==> config.mk <==
export PLATFORM = sky130hd
export DESIGN_NAME = inert_serf_flat
export DESIGN_NICKNAME = d
export VERILOG_FILES = /design/src/rtl/inert_serf_pkg.sv /design/src/rtl/inert_serf_if.sv /design/src/rtl/inert_serf_phy.sv /design/src/rtl/inert_serf.sv /design/src/flat_wrapper.sv
export SDC_FILE = /design/constraint.sdc
export NUM_CORES = 1
export LEC_CHECK = 0
export BUFFER_PORTS_ARGS = -buffer_cell sky130_fd_sc_hd__buf_2
export CAP_MARGIN = 40
export CORE_MARGIN = 10
export CORE_UTILIZATION = 60
export DETAILED_ROUTE_END_ITERATION = 10
export GPL_TIMING_DRIVEN = 1
export PLACE_DENSITY = 0.78
export SLEW_MARGIN = 15
export SYNTH_ARGS = -nofsm -noshare
export SYNTH_HDL_FRONTEND = slang
export SYNTH_SLANG_ARGS = --single-unit
==> constraint.sdc <==
create_clock -name clk -period 2.6 [get_ports clk]
set_input_delay 0.13 -clock clk [delete_from_list [all_inputs] [get_ports clk]]
set_output_delay 0.13 -clock clk [all_outputs]
set_load 0.01 [all_outputs]
==> src/rtl/inert_serf_pkg.sv <==
// Shared constants for the inertial SPI link: register map, setup values,
// serf state encoding and a frame-building helper for the monarch side.
package inert_pkg;

  localparam int         ODR_CYCLES_DEF = 2048;
  localparam logic [7:0] WHO_AM_I_DEF   = 8'h6A;

  localparam logic [6:0] ADDR_INT1_CTRL = 7'h0D;
  localparam logic [6:0] ADDR_WHO_AM_I  = 7'h0F;
  localparam logic [6:0] ADDR_CTRL2_G   = 7'h11;
  localparam logic [6:0] ADDR_CTRL5_C   = 7'h14;
  localparam logic [6:0] ADDR_OUTZ_L_G  = 7'h26;
  localparam logic [6:0] ADDR_OUTZ_H_G  = 7'h27;

  localparam logic [7:0] SETUP_INT1_CTRL = 8'h02;
  localparam logic [7:0] SETUP_CTRL2_G   = 8'h60;
  localparam logic [7:0] SETUP_CTRL5_C   = 8'h40;

  typedef enum logic [1:0] {
    IDLE  = 2'd0,
    SHIFT = 2'd1,
    DONE  = 2'd2
  } serf_state_e;

  // 16-bit frame: R/W in bit 15, address in 14:8, write data in 7:0
  function automatic logic [15:0] spi_cmd(input logic rd, input logic [6:0] addr,
                                          input logic [7:0] data);
    return {rd, addr, data};
  endfunction

endpackage

==> src/rtl/inert_serf_if.sv <==
// SPI pins between the inertial interface (monarch) and the sensor serf.
interface inert_serf_if;
  logic SS_n;
  logic SCLK;
  logic MOSI;
  logic MISO;

  modport master (output SS_n, output SCLK, output MOSI, input MISO);
  modport slave  (input SS_n, input SCLK, input MOSI, output MISO);
endinterface

==> src/rtl/inert_serf_phy.sv <==
// SPI serf physical layer: pin synchronizers, SCLK edge detect, frame FSM,
// bit counter and the rx/tx shift registers.
module spi_serf_phy
  import inert_pkg::*;
(
  input  logic        clk,
  input  logic        rst,
  input  logic        ss_n,
  input  logic        sclk,
  input  logic        mosi,
  output logic        miso,
  output logic        addr_vld,
  output logic        addr_rd,
  output logic [6:0]  addr,
  input  logic        load,
  input  logic [7:0]  load_data,
  output logic        frame_end,
  output logic        frame_ok,
  output logic        idle,
  output logic [15:0] rx_word
);

  logic        ss_n_meta_r, ss_n_sync_r, ss_n_prev_r;
  logic        sclk_meta_r, sclk_sync_r, sclk_prev_r;
  logic        mosi_meta_r, mosi_sync_r;
  serf_state_e state_r, state_s;
  logic [4:0]  bit_cnt_r;
  logic [15:0] rx_r;
  logic [7:0]  tx_r;
  logic        sclk_rise_s, sclk_fall_s, ss_fall_s, shift_st_s, tx_shift_s;

  // SS_n flops reset low so a high pin after reset reads as a rise, never a
  // fall: a frame cut by reset is skipped until the next genuine SS_n fall.
  always_ff @(posedge clk) begin
    if (rst) begin
      ss_n_meta_r <= 1'b0;
      ss_n_sync_r <= 1'b0;
      ss_n_prev_r <= 1'b0;
      sclk_meta_r <= 1'b1;
      sclk_sync_r <= 1'b1;
      sclk_prev_r <= 1'b1;
      mosi_meta_r <= 1'b0;
      mosi_sync_r <= 1'b0;
    end else begin
      ss_n_meta_r <= ss_n;
      ss_n_sync_r <= ss_n_meta_r;
      ss_n_prev_r <= ss_n_sync_r;
      sclk_meta_r <= sclk;
      sclk_sync_r <= sclk_meta_r;
      sclk_prev_r <= sclk_sync_r;
      mosi_meta_r <= mosi;
      mosi_sync_r <= mosi_meta_r;
    end
  end

  assign sclk_rise_s = sclk_sync_r & ~sclk_prev_r;
  assign sclk_fall_s = ~sclk_sync_r & sclk_prev_r;
  assign ss_fall_s   = ss_n_prev_r & ~ss_n_sync_r;
  assign shift_st_s  = (state_r == SHIFT);
  // Fall n follows rise n-1; falls 10..16 walk bits 6..0 onto MISO
  assign tx_shift_s  = shift_st_s && sclk_fall_s &&
                       (bit_cnt_r >= 5'd9) && (bit_cnt_r <= 5'd15);

  // Frame state register
  always_ff @(posedge clk) begin
    if (rst) begin
      state_r <= IDLE;
    end else begin
      state_r <= state_s;
    end
  end

  // Frame next-state logic
  always_comb begin
    state_s = state_r;
    case (state_r)
      IDLE: begin
        if (ss_fall_s) begin
          state_s = SHIFT;
        end else begin
          state_s = IDLE;
        end
      end
      SHIFT: begin
        if (ss_n_sync_r) begin
          state_s = DONE;
        end else begin
          state_s = SHIFT;
        end
      end
      DONE:    state_s = IDLE;
      default: state_s = IDLE;
    endcase
  end

  // Rise counter saturates at 17 so over-long frames still read as aborted
  always_ff @(posedge clk) begin
    if (rst || (state_r == IDLE)) begin
      bit_cnt_r <= 5'd0;
    end else if (shift_st_s && sclk_rise_s && (bit_cnt_r != 5'd17)) begin
      bit_cnt_r <= bit_cnt_r + 5'd1;
    end
  end

  // MOSI capture, MSB first
  always_ff @(posedge clk) begin
    if (rst) begin
      rx_r <= 16'h0000;
    end else if (shift_st_s && sclk_rise_s) begin
      rx_r <= {rx_r[14:0], mosi_sync_r};
    end
  end

  // Read data: loaded on the 8th rise, shifted on falls, held at 0 in IDLE
  always_ff @(posedge clk) begin
    if (rst || (state_s == IDLE)) begin
      tx_r <= 8'h00;
    end else if (load) begin
      tx_r <= load_data;
    end else if (tx_shift_s) begin
      tx_r <= {tx_r[6:0], 1'b0};
    end
  end

  // On the 8th rise the address LSB is still on the synchronized MOSI
  assign addr_vld  = shift_st_s && sclk_rise_s && (bit_cnt_r == 5'd7);
  assign addr_rd   = rx_r[6];
  assign addr      = {rx_r[5:0], mosi_sync_r};
  assign frame_end = (state_r == DONE);
  assign frame_ok  = frame_end && (bit_cnt_r == 5'd16);
  assign idle      = (state_r == IDLE);
  assign rx_word   = rx_r;
  assign miso      = tx_r[7];

endmodule

==> src/rtl/inert_serf.sv <==
// Inertial sensor serf: register file, OUTZ low/high shadow, ODR sample timer
// and sample-ready interrupt on top of the SPI serf PHY.
module inert_serf
  import inert_pkg::*;
#(
  parameter int         ODR_CYCLES   = ODR_CYCLES_DEF,
  parameter logic [7:0] WHO_AM_I_VAL = WHO_AM_I_DEF
) (
  input  logic               clk,
  input  logic               rst,
  inert_serf_if.slave        spi,
  output logic               INT,
  input  logic signed [15:0] yaw_in,
  output logic               nemo_setup
);

  localparam int              ODR_W    = (ODR_CYCLES > 1) ? $clog2(ODR_CYCLES) : 1;
  localparam logic [ODR_W-1:0] ODR_LAST = ODR_W'(ODR_CYCLES - 1);

  logic        addr_vld_s, addr_rd_s, frame_end_s, frame_ok_s, idle_s;
  logic [6:0]  addr_s;
  logic [15:0] rx_word_s;
  logic [7:0]  rd_data_s;

  logic [7:0]  int1_ctrl_r, ctrl2_g_r, ctrl5_c_r;
  logic [7:0]  outz_l_r, outz_h_r, shadow_r;
  logic        shadow_vld_r;
  logic [ODR_W-1:0] odr_cnt_r;
  logic        sample_pend_r, int_r, nemo_setup_r;

  logic        wr_en_s, int_clr_s, odr_run_s, odr_tc_s, apply_s;
  logic        rd_outz_l_s, rd_outz_h_s;

  spi_serf_phy u_phy (
    .clk       (clk),
    .rst       (rst),
    .ss_n      (spi.SS_n),
    .sclk      (spi.SCLK),
    .mosi      (spi.MOSI),
    .miso      (spi.MISO),
    .addr_vld  (addr_vld_s),
    .addr_rd   (addr_rd_s),
    .addr      (addr_s),
    .load      (addr_vld_s),
    .load_data (rd_data_s),
    .frame_end (frame_end_s),
    .frame_ok  (frame_ok_s),
    .idle      (idle_s),
    .rx_word   (rx_word_s)
  );

  assign wr_en_s     = frame_ok_s && !rx_word_s[15];
  assign int_clr_s   = frame_ok_s && rx_word_s[15] && (rx_word_s[14:8] == ADDR_OUTZ_H_G);
  assign rd_outz_l_s = addr_vld_s && addr_rd_s && (addr_s == ADDR_OUTZ_L_G);
  assign rd_outz_h_s = addr_vld_s && addr_rd_s && (addr_s == ADDR_OUTZ_H_G);
  assign odr_run_s   = (ctrl2_g_r != 8'h00);
  assign odr_tc_s    = odr_run_s && (odr_cnt_r == ODR_LAST);
  // Samples only land between frames so a read never sees a torn update
  assign apply_s     = sample_pend_r && idle_s;

  // Register read mux, sampled into the tx shifter on the 8th rise
  always_comb begin
    rd_data_s = 8'h00;
    case (addr_s)
      ADDR_INT1_CTRL: rd_data_s = int1_ctrl_r;
      ADDR_WHO_AM_I:  rd_data_s = WHO_AM_I_VAL;
      ADDR_CTRL2_G:   rd_data_s = ctrl2_g_r;
      ADDR_CTRL5_C:   rd_data_s = ctrl5_c_r;
      ADDR_OUTZ_L_G:  rd_data_s = outz_l_r;
      ADDR_OUTZ_H_G: begin
        if (shadow_vld_r) begin
          rd_data_s = shadow_r;
        end else begin
          rd_data_s = outz_h_r;
        end
      end
      default:        rd_data_s = 8'h00;
    endcase
  end

  // Control registers, written only by complete 16-bit write frames
  always_ff @(posedge clk) begin
    if (rst) begin
      int1_ctrl_r <= 8'h00;
      ctrl2_g_r   <= 8'h00;
      ctrl5_c_r   <= 8'h00;
    end else if (wr_en_s) begin
      case (rx_word_s[14:8])
        ADDR_INT1_CTRL: int1_ctrl_r <= rx_word_s[7:0];
        ADDR_CTRL2_G:   ctrl2_g_r   <= rx_word_s[7:0];
        ADDR_CTRL5_C:   ctrl5_c_r   <= rx_word_s[7:0];
        default: begin
        end
      endcase
    end
  end

  // Reading OUTZ_L freezes OUTZ_H so the following high-byte read matches it
  always_ff @(posedge clk) begin
    if (rst) begin
      shadow_r     <= 8'h00;
      shadow_vld_r <= 1'b0;
    end else if (rd_outz_l_s) begin
      shadow_r     <= outz_h_r;
      shadow_vld_r <= 1'b1;
    end else if (rd_outz_h_s || (frame_end_s && !frame_ok_s)) begin
      shadow_vld_r <= 1'b0;
    end
  end

  // Free-running ODR timer, paused while the gyro is powered down
  always_ff @(posedge clk) begin
    if (rst) begin
      odr_cnt_r <= '0;
    end else if (odr_tc_s) begin
      odr_cnt_r <= '0;
    end else if (odr_run_s) begin
      odr_cnt_r <= odr_cnt_r + 1'b1;
    end
  end

  // Pending-sample flag and output data latch
  always_ff @(posedge clk) begin
    if (rst) begin
      sample_pend_r <= 1'b0;
      outz_l_r      <= 8'h00;
      outz_h_r      <= 8'h00;
    end else begin
      if (odr_tc_s) begin
        sample_pend_r <= 1'b1;
      end else if (apply_s) begin
        sample_pend_r <= 1'b0;
      end
      if (apply_s) begin
        {outz_h_r, outz_l_r} <= yaw_in;
      end
    end
  end

  // INT set on sample apply (IDLE) and cleared in DONE; the two never coincide
  always_ff @(posedge clk) begin
    if (rst) begin
      int_r <= 1'b0;
    end else if (apply_s && int1_ctrl_r[1]) begin
      int_r <= 1'b1;
    end else if (int_clr_s) begin
      int_r <= 1'b0;
    end
  end

  // Setup-complete indicator
  always_ff @(posedge clk) begin
    if (rst) begin
      nemo_setup_r <= 1'b0;
    end else begin
      nemo_setup_r <= (int1_ctrl_r == SETUP_INT1_CTRL) &&
                      (ctrl2_g_r == SETUP_CTRL2_G) &&
                      (ctrl5_c_r == SETUP_CTRL5_C);
    end
  end

  assign INT        = int_r;
  assign nemo_setup = nemo_setup_r;

endmodule

==> src/flat_wrapper.sv <==
// flat-port wrapper written by rule: the top's interface ports become plain ports
module inert_serf_flat import inert_pkg::*;
#(
  parameter int         ODR_CYCLES   = ODR_CYCLES_DEF,
  parameter logic [7:0] WHO_AM_I_VAL = WHO_AM_I_DEF
)
  (clk, rst, INT, yaw_in, nemo_setup, spi_SS_n, spi_SCLK, spi_MOSI, spi_MISO);
  inert_serf_if spi_i ();
  input  logic clk;
  input  logic rst;
  output logic INT;
  input  logic signed [15:0] yaw_in;
  output logic nemo_setup;
  input wire logic [$bits(spi_i.SS_n)-1:0] spi_SS_n;
  input wire logic [$bits(spi_i.SCLK)-1:0] spi_SCLK;
  input wire logic [$bits(spi_i.MOSI)-1:0] spi_MOSI;
  output wire logic [$bits(spi_i.MISO)-1:0] spi_MISO;
  assign spi_i.SS_n = spi_SS_n;
  assign spi_i.SCLK = spi_SCLK;
  assign spi_i.MOSI = spi_MOSI;
  assign spi_MISO = spi_i.MISO;
  inert_serf #(.ODR_CYCLES(ODR_CYCLES), .WHO_AM_I_VAL(WHO_AM_I_VAL)) u_core (.clk(clk), .rst(rst), .spi(spi_i), .INT(INT), .yaw_in(yaw_in), .nemo_setup(nemo_setup));
endmodule
After elaboration in Yosys (flattened, before gate mapping)

Index checks and enable logic that the tools add are counted.

Register bits: 102
Bits in latches: 0
Memory bits (writable): 0
ROM bits: 0
Input bits: 21
Output and inout port bits: 3
Logic and storage cells: 100
Memories: 0

Add/subtract/negate cells: 2
Multiply operators: 0
Divide/modulo/power cells: 0
Magnitude comparators: 2
Eq/ne operators: 19
Shift operators: 0
Muxes and demuxes: 13
Bitwise gates (word level): 6
Reduce and logical (&&, ||, !) cells: 35

Operator list:

| cell                  | count |
|---|---|
| $pmux 8 s6            | 1 |
| $eq 7x5->1 const B    | 4 |
| $mux 8                | 3 |
| $eq 7x4->1 const B    | 3 |
| $eq 7x6->1 const B    | 3 |
| $logic_and 1x1->1     | 19 |
| $eq 8x7->1 const B    | 2 |
| $add 11x1->11 const B | 1 |
| $eq 11x11->1 const B  | 1 |
| $eq 8x2->1 const B    | 1 |
| $reduce_bool 2->1     | 4 |
| $reduce_bool 8->1     | 1 |
| $mux 1                | 7 |
| $reduce_and 2->1      | 3 |
| $add 5x1->5 const B   | 1 |
| $eq 5x3->1 const B    | 1 |
| $eq 5x5->1 const B    | 1 |
| $ge 5x4->1 const B    | 1 |
| $le 5x4->1 const B    | 1 |
| $ne 5x5->1 const B    | 1 |
| $logic_not 2->1       | 2 |
| $pmux 2 s2            | 1 |
| $and 1x1->1           | 3 |
| $logic_or 1x1->1      | 3 |
| other kinds (6)       | 9 |

Longest topological paths before layout

Gate-level depths: netlist (run 1).

Word-level depth: 9
Mapped depth: 8
Mapped depth without buffers: 7

Hierarchy

Synthesis (run 1) repeated with hierarchy kept, for this count alone.

Cells, all modules: 525
Area, all modules: 4606.9 sq um

Modules (own cells, without submodules):

| module       | instances | cells an instance | area each (sq um) | seq. area each (sq um) |
|---|---|---|---|---|
| inert_serf   | 1         | 334               | 2907.8            | 1261.2 |
| spi_serf_phy | 1         | 191               | 1699.1            | 780.7 |

Least setup slack after synthesis (run 1)

No wires, ideal clock.

Kind: reg2reg
Start: reg u_core.u_phy.bit_cnt_r[0]
End: reg u_core.u_phy.tx_r[1]
Setup time: 119 ps
Data arrival time: 1693 ps
Data required time: 2481 ps
Slack: 788 ps
Stages on the path, launching flop included: 7
Path buffers: 0
Period minus slack after synthesis: 1812 ps
Path through: dfxtp_1 -> ha_1 -> and3_1 -> ha_1 -> o21ai_2 -> nand2_1 -> o221a_1

Longest elaborated chain between the ends: 4
Elaborated cells on any way between the ends: 8
Classes of those cells: 2 x order compare; 1 x eq/ne; 1 x mux; 4 x reduce/logical

Ends and longest elaborated chain:

| what                               | line                  | RTL |
|---|---|---|
| from (decl)                        | inert_serf_phy.sv:27  | `logic [4:0] bit_cnt_r;` |
| from (signal assigned)             | inert_serf_phy.sv:101 | `bit_cnt_r <= bit_cnt_r + 5'd1;` |
| $ge 5x4->1                         | inert_serf_phy.sv:62  | `(bit_cnt_r >= 5'd9) && (bit_cnt_r <= 5'd15);` |
| $logic_and 1x1->1                  | inert_serf_phy.sv:61  | `assign tx_shift_s = shift_st_s && sclk_fall_s &&` |
| $logic_and 1x1->1                  | inert_serf_phy.sv:62  |  |
| $reduce_bool 2->1 (no source line) | -                     |  |
| to (signal assigned)               | inert_serf_phy.sv:119 | `tx_r <= load_data;` |
| to (signal assigned)               | inert_serf_phy.sv:121 | `tx_r <= {tx_r[6:0], 1'b0};` |
| to (decl)                          | inert_serf_phy.sv:29  | `logic [7:0] tx_r;` |

Several ways; a longest one is shown, not always the timed one.
A chain may end at the register's enable or synchronous reset.

Worst setup path in the final report (run 1)

Start: reg u_core.u_phy.bit_cnt_r[0]
End: reg u_core.u_phy.tx_r[5]

Same word-level chain as after synthesis.

==> flow_metrics.env, run 1 <==
export IMPL_status="completed"
export IMPL_core_rowCount=31
export IMPL_cts_root_buf="clkbuf_8"
export IMPL_ys_seq_area_frac=0.453
export IMPL_period_minus_slack_ns=2.06
export IMPL_r2r_end="u_core.u_phy.tx_r[5]$_SDFFE_PP0P_"
export IMPL_initial_core_util=0.618
export IMPL_dr_total_vias=3633
export IMPL_grt_max_degree=41
export IMPL_max_freq_mhz=486
export IMPL_hold_violations=0
export IMPL_yosysUniqueCellTypes=53
export IMPL_pin_count=24
export IMPL_ctsLongestPathBuffers=2
export IMPL_synthCells=502
export IMPL_postRouteWirelength_um=10300
export IMPL_cts_sinks=102
export IMPL_worstPathMaxFanout=8
export IMPL_gr_total_overflow=0
export IMPL_powerDensity_nw_per_um2=529
export IMPL_worstPathArrival_ns=2.33
export IMPL_crit_buf_inv=0
export IMPL_detail_route_first_pass_iterations=4
export IMPL_endpoint="u_core.u_phy.tx_r[5]$_SDFFE_PP0P_"
export IMPL_cts_setup_buffers=0
export IMPL_antenna_left=0
export IMPL_nNetsFinal=556
export IMPL_gp_congestion=0.920
export IMPL_cpLargestDelayFamily="compound AO/OA/AOI/OAI gates"
export IMPL_grt_setup_unrepaired="false"
export IMPL_p_leak_nw=1.77
export IMPL_ir_worst_vdd_uv=527
export IMPL_slew_viol_final=0
export IMPL_avgSynthCellArea_sq_um=8.98
export IMPL_antenna_found_initial=0
export IMPL_power_mw=2.66
export IMPL_yosys_register_bits=102
export IMPL_grt_usage=0.183
export IMPL_htree_levels=3
export IMPL_crit_chain="ha_1 -> and3_1 -> ha_1 -> o21ai_2 -> nand2_1 -> o221a_1"
export IMPL_cpMostUsedCell="ha_1"
export IMPL_grt_pass1_vias=3498
export IMPL_numCtsBuffers=9
export IMPL_hold_class="input pin to register"
export IMPL_ys_async_sr_fraction=0
export IMPL_fillCellCount=610
export IMPL_finalCritPeriodShare=0.792
export IMPL_drt_iter0_markers=242
export IMPL_syn_nets=528
export IMPL_cts_tree="built"
export IMPL_critical_path_class="register to register"
export IMPL_cpMaxStageDelayCell="dfxtp_1"
export IMPL_synth_edf_count=0
export IMPL_crit_cells=6
export IMPL_fin_skew_ns=0.00897
export IMPL_ys_warn_count=0
export IMPL_die_x_um=107
export IMPL_clk_insertion_delay_late_ns=0.37
export IMPL_slew_headroom=0.592
export IMPL_r2r_cells=6
export IMPL_drive_above_1_share=0.114
export IMPL_slowest_delay_ns=0.38
export IMPL_finalSetupTns_ns=0
export IMPL_core_sq_um=7290
export IMPL_setup_viol_count_final=0
export IMPL_synthToLayoutAreaGrowth_pct=11.5
export IMPL_die_h_um=107
export IMPL_syn_area_sq_um=4510
export IMPL_wire_per_inst_um=16.3
export IMPL_antennaDiodeCount=0
export IMPL_ys_flop_type="dfxtp_1"
export IMPL_worstPathRequired_ns=2.87
export IMPL_drcViolationCount=0
export IMPL_end_kind="register"
export IMPL_cp_startpoint="u_core.u_phy.bit_cnt_r[0]$_SDFFE_PP0P_"
export IMPL_hpwl_um=6900
export IMPL_r2r_slack_ns=0.54
export IMPL_port_buffers=23
export IMPL_cap_violations=0
export IMPL_die_area_sq_um=11400
export IMPL_path_clk_slew_ns=0.10
export IMPL_worst_pin_slew_ns=0.611
export IMPL_grt_first_pass_wirelength_um=17100
export IMPL_largest_reg_flops=16
export IMPL_critPathLaunchType="register"
export IMPL_routed_via_density=5.74
export IMPL_post_cts_resized=0
export IMPL_rr_startpoint="u_core.u_phy.bit_cnt_r[0]$_SDFFE_PP0P_"
-- layout by cell type (no fill, tap or decap), types with 5 or more instances in the layout --
cell type,synthesis,routed
nand2_1,75,75
a22oi_1,8,8
a21oi_1,43,43
clkbuf_8,0,9
xnor2_1,8,8
nand3_1,10,10
ha_1,5,5
inv_1,5,5
mux2i_1,46,46
nor2b_1,12,12
a221oi_1,5,5
dfxtp_1,102,102
buf_2,4,23
or2_2,6,6
buf_4,5,9
and3_1,6,6
nor2_1,66,66
dlygate4sd3_1,0,18
o211ai_1,6,6
-- cells in the mapped netlist, drive strengths merged, types with 6 or more instances --
library cell    n  share of area
dfxtp         102           0.45
a21oi          43          0.048
clkbuf         17          0.015
xnor2           8          0.016
mux2i          46           0.10
and3            6         0.0083
nand3          10          0.011
nor2b          12          0.017
nand2          75          0.062
nor2           66          0.055
buf            16          0.022
o211ai          6          0.010
a22oi           8          0.013
or2             6         0.0083
-- what timing repair did --
action | CTS | global route
hold buffers | 18 | 0
endpoints found under the hold margin | 18 | 0
endpoints found under the setup margin | 0 | 0
-- worst min-delay path by stage --
| stage | to | from | depth (start not counted) |
|---|---|---|---|
| after floorplan | u_core.u_phy.sclk_meta_r$_SDFF_PP1_ | spi_SCLK | 1 |
| after global placement | u_core.u_phy.sclk_meta_r$_SDFF_PP1_ | spi_SCLK | 2 |
| after detailed placement | u_core.u_phy.sclk_meta_r$_SDFF_PP1_ | spi_SCLK | 2 |
| after CTS | u_core.outz_l_r[6]$_SDFFE_PP0P_ | yaw_in[6] | 3 |
| after global routing | u_core.outz_l_r[6]$_SDFFE_PP0P_ | yaw_in[6] | 3 |
| final | u_core.outz_l_r[6]$_SDFFE_PP0P_ | yaw_in[6] | 3 |
-- where the power goes --
part           leakage [nW]  switching, mW  internal, mW  total [mW]
logic                 0.852         0.0412        0.0399      0.0811
clock network        0.0976          0.555         0.450        1.00
registers             0.823        0.00432          1.57        1.57
-- stage by stage --
step                      std cells  worst slack [ns]  cell area (sq um)   util  hold slack [ns]
after floorplan                 502             0.788               4510      -            0.234
after global placement          600             0.686               4650  0.637            0.318
after detailed placement        600             0.571               4650  0.637            0.314
after CTS                       633             0.558               5020  0.689          0.00558
after global routing            633             0.367               5020  0.689           0.0250
final                           633             0.542               5020  0.689           0.0129
-- final cells by class --
cell class,instances,area (sq um),share of cell area
sequential,102,2040,0.406
inverter,5,18.8,0.00374
timing repair buffer,50,363,0.0722
multi-input combinational,362,2280,0.454
tap,99,124,0.0247
clock buffer,9,124,0.0247
clock inverter,6,71.3,0.0142
-- cell families (layout without fill, tap and decap cells) --
kind of cell	Yosys count	in the layout	share of synthesized area
compound gates	91	91	0.132
simple gates	208	208	0.235
mux	46	46	0.102
fa+ha+maj	5	5	0.0139
xor+xnor	12	12	0.0233
flops	102	102	0.453
buf+inv	38	70	0.0408
-- routing by layer --
layer	vias up	track usage	wire, um
li1	1801	-	-
met2	85	0.303	5040
met3	18	0.0413	417
met5	-	0	0
met1	1729	0.229	4670
met4	0	0.0629	170
-- worst register-to-register path: stages, from the launching register on --
cell	delay, ns
dfxtp_1	0.38
ha_1	0.30
and3_1	0.21
ha_1	0.18
o21ai_2	0.37
nand2_1	0.22
o221a_1	0.30
No activity file was read; power rests on OpenSTA's default activity.
==> run 2: changes to the inputs <==
==> constraint.sdc (replaced) <==
create_clock -name clk -period 2.1 [get_ports clk]
set_input_delay 0.105 -clock clk [delete_from_list [all_inputs] [get_ports clk]]
set_output_delay 0.105 -clock clk [all_outputs]
set_load 0.01 [all_outputs]
==> run 2 against run 1 <==
  * Fmax increased by 5.8%
  * Power is 26% higher
  * Register-to-register slack got worse by 0.39 ns
  * Global-route usage increased by 0.31 points
  * Highest routed layer unchanged
  * Clock skew is 0.0022 ns higher
  * Sequential power increased by 24%
  * Utilization up 0.81 points
  * Final area is 1.2% higher
  * Critical endpoint is now u_core.ctrl5_c_r[6]$_SDFFE_PP0P_
  * Largest power group unchanged
  * Sequential share of layout area decreased by 0.47 points
  * Cell count rose by 1.1%
  * Flip-flop and latch count did not move
==> flow_metrics.env, run 2 (synthesis gave the netlist of run 1 again) <==
export IMPL_finalCritPeriodShare=0.926
export IMPL_synthToLayoutAreaGrowth_pct=12.8
export IMPL_slew_headroom=0.591
export IMPL_final_common_cell="dfxtp_1"
export IMPL_clk_insertion_delay_late_ns=0.37
export IMPL_grt_max_degree=79
export IMPL_hold_ws_ns=0.0118
export IMPL_detail_route_first_pass_iterations=5
export IMPL_ctsLongestPathBuffers=2
export IMPL_cap_violations=0
export IMPL_slowest_delay_ns=0.38
export IMPL_setup_viol_count_final=0
export IMPL_end_kind="register"
export IMPL_cts_root_buf="clkbuf_8"
export IMPL_cpLargestDelayFamily="simple AND/OR/NAND/NOR gates"
export IMPL_path_clk_slew_ns=0.09
export IMPL_grt_usage=0.186
export IMPL_worstPathArrival_ns=2.20
export IMPL_p_leak_nw=1.81
export IMPL_die_area_sq_um=11400
export IMPL_largest_reg_flops=16
export IMPL_core_sq_um=7290
export IMPL_post_cts_resized=0
export IMPL_postRouteWirelength_um=10600
export IMPL_cpMaxStageDelayCell="dfxtp_1"
export IMPL_fin_skew_ns=0.0111
export IMPL_finalSetupTns_ns=0
export IMPL_cts_sinks=102
export IMPL_antenna_found_initial=2
export IMPL_pin_count=24
export IMPL_hold_violations=0
export IMPL_powerDensity_nw_per_um2=657
export IMPL_worstPathMaxFanout=8
export IMPL_cts_tree="built"
export IMPL_worstHoldStart="yaw_in[6]"
export IMPL_gr_total_overflow=0
export IMPL_status="completed"
export IMPL_nNetsFinal=560
export IMPL_final_cells=640
export IMPL_final_core_util=0.697
export IMPL_crit_chain="inv_1 -> ha_1 -> nand4bb_4 -> nand4b_1 -> nor3b_1 -> buf_4 -> mux2i_1 -> nor2_1"
export IMPL_htree_levels=3
export IMPL_initial_core_util=0.618
export IMPL_grt_setup_unrepaired="false"
export IMPL_core_rowCount=31
export IMPL_dr_total_vias=3648
export IMPL_max_freq_mhz=514
export IMPL_r2r_end="u_core.ctrl5_c_r[6]$_SDFFE_PP0P_"
export IMPL_drive_above_1_share=0.124
export IMPL_drt_iter0_markers=262
export IMPL_period_minus_slack_ns=1.94
export IMPL_place_worst_setup_slack_ns=0.186
export IMPL_crit_buf_inv=2
export IMPL_routed_via_density=5.70
export IMPL_hold_class="input pin to register"
export IMPL_min_path_cells=3
export IMPL_grt_first_pass_wirelength_um=17500
export IMPL_post_place_cells=605
export IMPL_timing_final_ws_setup_ns=0.155
export IMPL_r2r_cells=8
export IMPL_port_buffers=23
export IMPL_wire_per_inst_um=16.6
export IMPL_worstPathRequired_ns=2.35
export IMPL_numCtsBuffers=9
export IMPL_hpwl_um=7260
export IMPL_slew_viol_final=0
export IMPL_final_cell_mix="dfxtp_1, nand2_1, nor2_1"
export IMPL_antenna_left=0
export IMPL_critical_path_class="register to register"
export IMPL_critPathLaunchType="register"
export IMPL_gp_congestion=0.902
export IMPL_die_x_um=107
export IMPL_worst_pin_slew_ns=0.611
export IMPL_die_h_um=107
export IMPL_grt_pass1_vias=3494
export IMPL_drcViolationCount=0
export IMPL_ir_worst_vdd_uv=476
export IMPL_rr_startpoint="u_core.u_phy.bit_cnt_r[0]$_SDFFE_PP0P_"
export IMPL_holdPathEnd="u_core.outz_l_r[6]$_SDFFE_PP0P_"
export IMPL_r2r_slack_ns=0.16
[run 2: changes by cell type in the layout (fill, tap and decap cells not counted)]
cell / previous run / this run
buf_12: 0 / 1
buf_4: 9 / 13
clkbuf_8: 9 / 11
clkinv_2: 1 / 2
clkinv_4: 1 / 2
clkinvlp_4: 1 / 0
diode_2: 0 / 2
dlygate4sd3_1: 18 / 17
inv_6: 1 / 0
inv_8: 1 / 0
[run 2: worst max path at each step]
stage,from,end,cells past startpoint
finish,u_core.u_phy.bit_cnt_r[0]$_SDFFE_PP0P_,u_core.ctrl5_c_r[6]$_SDFFE_PP0P_,8
detailed placement,u_core.u_phy.bit_cnt_r[0]$_SDFFE_PP0P_,u_core.ctrl5_c_r[5]$_SDFFE_PP0P_,8
global placement,u_core.u_phy.rx_word[1]$_SDFFE_PP0P_,u_core.u_phy.tx_r[1]$_SDFFE_PP0P_,5
global route,u_core.u_phy.bit_cnt_r[1]$_SDFFE_PP0P_,u_core.ctrl5_c_r[4]$_SDFFE_PP0P_,8
CTS,u_core.u_phy.bit_cnt_r[0]$_SDFFE_PP0P_,u_core.ctrl5_c_r[6]$_SDFFE_PP0P_,8
floorplan,u_core.u_phy.bit_cnt_r[0]$_SDFFE_PP0P_,u_core.u_phy.tx_r[1]$_SDFFE_PP0P_,6
[run 2: worst reg2reg max path: stages (launching register included)]
cell	delay, ns
dfxtp_1	0.38
inv_1	0.10
ha_1	0.24
nand4bb_4	0.15
nand4b_1	0.22
nor3b_1	0.23
buf_4	0.23
mux2i_1	0.22
nor2_1	0.05
[run 2: through the flow]
step                      instance area [sq um]  power (mW)
after floorplan                            4510        2.03
after global placement                     4700        2.06
after detailed placement                   4700        2.07
after CTS                                  5080        3.36
after global routing                       5080        3.44
final                                      5080        3.34
[run 2: layer usage]
layer  track usage  part of all wire  vias to the layer above
li1              -                 -                     1815
met1         0.227              0.44                     1725
met2         0.304              0.49                       96
met3        0.0551             0.055                       12
met4        0.0687             0.013                        0
met5             0                 0                        -
[run 2: power by group]
group | switching (mW) | total [mW] | internal, mW | leakage (nW)
clock | 0.676 | 1.29 | 0.617 | 0.109
combinational | 0.0524 | 0.102 | 0.0497 | 0.878
sequential | 0.00513 | 1.94 | 1.94 | 0.823
[run 2: cell type report]
| class | count | area [sq um] |
|---|---|---|
| multi-input combinational | 362 | 2280 |
| fill | 603 | 2210 |
| sequential | 102 | 2040 |
| timing repair buffer | 54 | 403 |
| clock buffer | 11 | 151 |
| tap | 99 | 124 |
| clock inverter | 5 | 57.6 |
| inverter | 5 | 18.8 |
| antenna | 2 | 5.00 |
[run 2: repair_timing]
action | in CTS | in global routing
hold endpoints to repair | 17 | 0
setup buffers | 0 | 0
hold buffers | 17 | 0
==> run 3: changes to the inputs <==
--- a/config.mk
+++ b/config.mk
@@ -12,6 +12,7 @@
 export DETAILED_ROUTE_END_ITERATION = 10
 export GPL_TIMING_DRIVEN = 1
 export PLACE_DENSITY = 0.78
+export REMOVE_ABC_BUFFERS = 1
 export SLEW_MARGIN = 15
 export SYNTH_ARGS = -nofsm -noshare
 export SYNTH_HDL_FRONTEND = slang
==> run 3 against run 2 <==
  * Clock-buffer cell count is the same
  * Critical path depth did not move
  * First-iteration DRC count decreased by 7.3%
  * Worst setup slack got worse by 0.034 ns
  * Largest power group unchanged
  * Sequential power is essentially flat
  * Critical path type unchanged
  * Global-route usage increased by 0.37 points
  * Final area up 0.62%
  * Non-clock buffer count grew 8
==> flow_metrics.env, run 3 (synthesis gave the netlist of run 1 again) <==
export IMPL_final_common_cell="dfxtp_1"
export IMPL_crit_buf_inv=2
export IMPL_r2r_slack_ns=0.12
export IMPL_cts_sinks=102
export IMPL_grt_max_degree=32
export IMPL_slew_headroom=0.608
export IMPL_holdPathEnd="u_core.odr_cnt_r[2]$_SDFFE_PP0P_"
export IMPL_port_buffers=23
export IMPL_hold_ws_ns=0.0713
export IMPL_antenna_found_initial=0
export IMPL_drt_iter0_markers=243
export IMPL_initial_core_util=0.618
export IMPL_max_freq_mhz=505
export IMPL_period_minus_slack_ns=1.98
export IMPL_final_cell_mix="dfxtp_1, nand2_1, nor2_1"
export IMPL_grtUsageMet2=0.311
export IMPL_r2r_cells=8
export IMPL_grt_first_pass_wirelength_um=17700
export IMPL_path_clk_slew_ns=0.09
export IMPL_gp_congestion=0.954
export IMPL_end_kind="register"
export IMPL_largest_reg_flops=16
export IMPL_ctsLongestPathBuffers=2
export IMPL_clk_insertion_delay_late_ns=0.36
export IMPL_hold_violations=0
export IMPL_drcViolationCount=0
export IMPL_powerDensity_nw_per_um2=637
export IMPL_nNetsFinal=568
export IMPL_final_core_util=0.701
export IMPL_worstPathArrival_ns=2.23
export IMPL_r2r_end="u_core.ctrl2_g_r[0]$_SDFFE_PP0P_"
export IMPL_grt_met1_usage=0.232
export IMPL_min_path_cells=2
export IMPL_htree_levels=3
export IMPL_hpwl_um=7350
export IMPL_p_leak_nw=1.83
export IMPL_grt_usage=0.190
export IMPL_grt_pass1_vias=3673
export IMPL_drive_above_1_share=0.130
export IMPL_core_rowCount=31
export IMPL_register_area_sq_um=2040
export IMPL_critPathLaunchType="register"
export IMPL_ir_worst_vdd_uv=447
export IMPL_antenna_left=0
export IMPL_worst_pin_slew_ns=0.587
export IMPL_cap_violations=0
export IMPL_slew_viol_final=0
export IMPL_setup_viol_count_final=0
export IMPL_cts_tree="built"
export IMPL_core_sq_um=7290
export IMPL_die_area_sq_um=11400
export IMPL_cts_root_buf="clkbuf_8"
export IMPL_critical_path_class="register to register"
export IMPL_worstPathMaxFanout=8
export IMPL_fin_skew_ns=0.00899
export IMPL_die_x_um=107
export IMPL_numCtsBuffers=9
export IMPL_finalCritPeriodShare=0.942
export IMPL_multiInputGateArea_sq_um=2290
export IMPL_status="completed"
export IMPL_power_mw=3.26
export IMPL_worstHoldStart="rst"
export IMPL_pin_count=24
export IMPL_hold_class="input pin to register"
export IMPL_finalSetupTns_ns=0
export IMPL_slowest_delay_ns=0.38
export IMPL_dr_total_vias=3730
export IMPL_routed_via_density=5.79
export IMPL_synthToLayoutAreaGrowth_pct=13.5
export IMPL_met3_usage=0.0455
export IMPL_detail_route_first_pass_iterations=5
export IMPL_postRouteWirelength_um=10700
export IMPL_fillCellCount=615
export IMPL_cpLargestDelayFamily="simple AND/OR/NAND/NOR gates"
export IMPL_crit_chain="inv_1 -> ha_1 -> nand4bb_4 -> nand4b_1 -> nor3b_2 -> buf_4 -> mux2i_1 -> nor2_1"
export IMPL_worstPathRequired_ns=2.35
export IMPL_die_h_um=107
export IMPL_wire_per_inst_um=16.5
export IMPL_antennaDiodeCount=0
export IMPL_rr_startpoint="u_core.u_phy.bit_cnt_r[0]$_SDFFE_PP0P_"
export IMPL_cts_setup_buffers=0
export IMPL_cpMaxStageDelayCell="dfxtp_1"
export IMPL_gr_max_usage_layer="met2"
export IMPL_gr_total_overflow=0
==> run 3: cell types whose count changed in the layout (fill, tap and decap cells not counted), moves of 2 or more <==
cell / delta
diode_2: -2
clkinv_2: -2
buf_4: +7
dlygate4sd3_1: +2
==> run 3: worst max-delay path by stage <==
stage,start,to,slack (ns),depth (start not counted)
floorplan,u_core.u_phy.bit_cnt_r[0]$_SDFFE_PP0P_,u_core.ctrl5_c_r[0]$_SDFFE_PP0P_,-0.24,7
global placement,u_core.u_phy.bit_cnt_r[0]$_SDFFE_PP0P_,u_core.ctrl2_g_r[5]$_SDFFE_PP0P_,0.28,8
detailed placement,u_core.u_phy.bit_cnt_r[0]$_SDFFE_PP0P_,u_core.ctrl2_g_r[0]$_SDFFE_PP0P_,0.20,8
CTS,u_core.u_phy.bit_cnt_r[0]$_SDFFE_PP0P_,u_core.ctrl2_g_r[2]$_SDFFE_PP0P_,0.16,8
global route,u_core.u_phy.bit_cnt_r[0]$_SDFFE_PP0P_,u_core.ctrl2_g_r[1]$_SDFFE_PP0P_,-0.01,8
finish,u_core.u_phy.bit_cnt_r[0]$_SDFFE_PP0P_,u_core.ctrl2_g_r[0]$_SDFFE_PP0P_,0.12,8
==> run 3: layout make-up <==
cell class | count | area share
Clock buffer | 11 | 0.0276
Tap cell | 99 | 0.0242
Multi-Input combinational cell | 362 | 0.447
Clock inverter | 3 | 0.00905
Sequential cell | 102 | 0.399
Timing Repair Buffer | 62 | 0.0891
Inverter | 5 | 0.00367
==> run 3: metrics by stage <==
step / cells / setup slack (ns) / cell area (sq um)
floorplan: 469 / -0.242 / 4340
global placement: 611 / 0.280 / 4730
detailed placement: 611 / 0.204 / 4730
CTS: 644 / 0.156 / 5110
global route: 644 / -0.00975 / 5110
finish: 644 / 0.122 / 5110
==> run 3: timing repair <==
item | CTS | global route
hold buffers | 19 | 0
gates resized for setup | 0 | 1
endpoints found under the setup margin | 0 | 2
endpoints found under the hold margin | 19 | 0
==> run 3: power breakdown <==
group          leakage, nW  switching (mW)  internal [mW]  total (mW)
registers            0.823         0.00401           1.94        1.94
clock network       0.0915           0.635          0.573        1.21
logic                0.913          0.0545         0.0526       0.107
==> run 3: routing by layer <==
| layer | vias up | wire, um | share of wire |
|---|---|---|---|
| li1 | 1824 | - | - |
| met5 | - | 0 | 0 |
| met3 | 34 | 418 | 0.039 |
| met2 | 95 | 5130 | 0.48 |
| met1 | 1777 | 4790 | 0.45 |
| met4 | 0 | 320 | 0.030 |
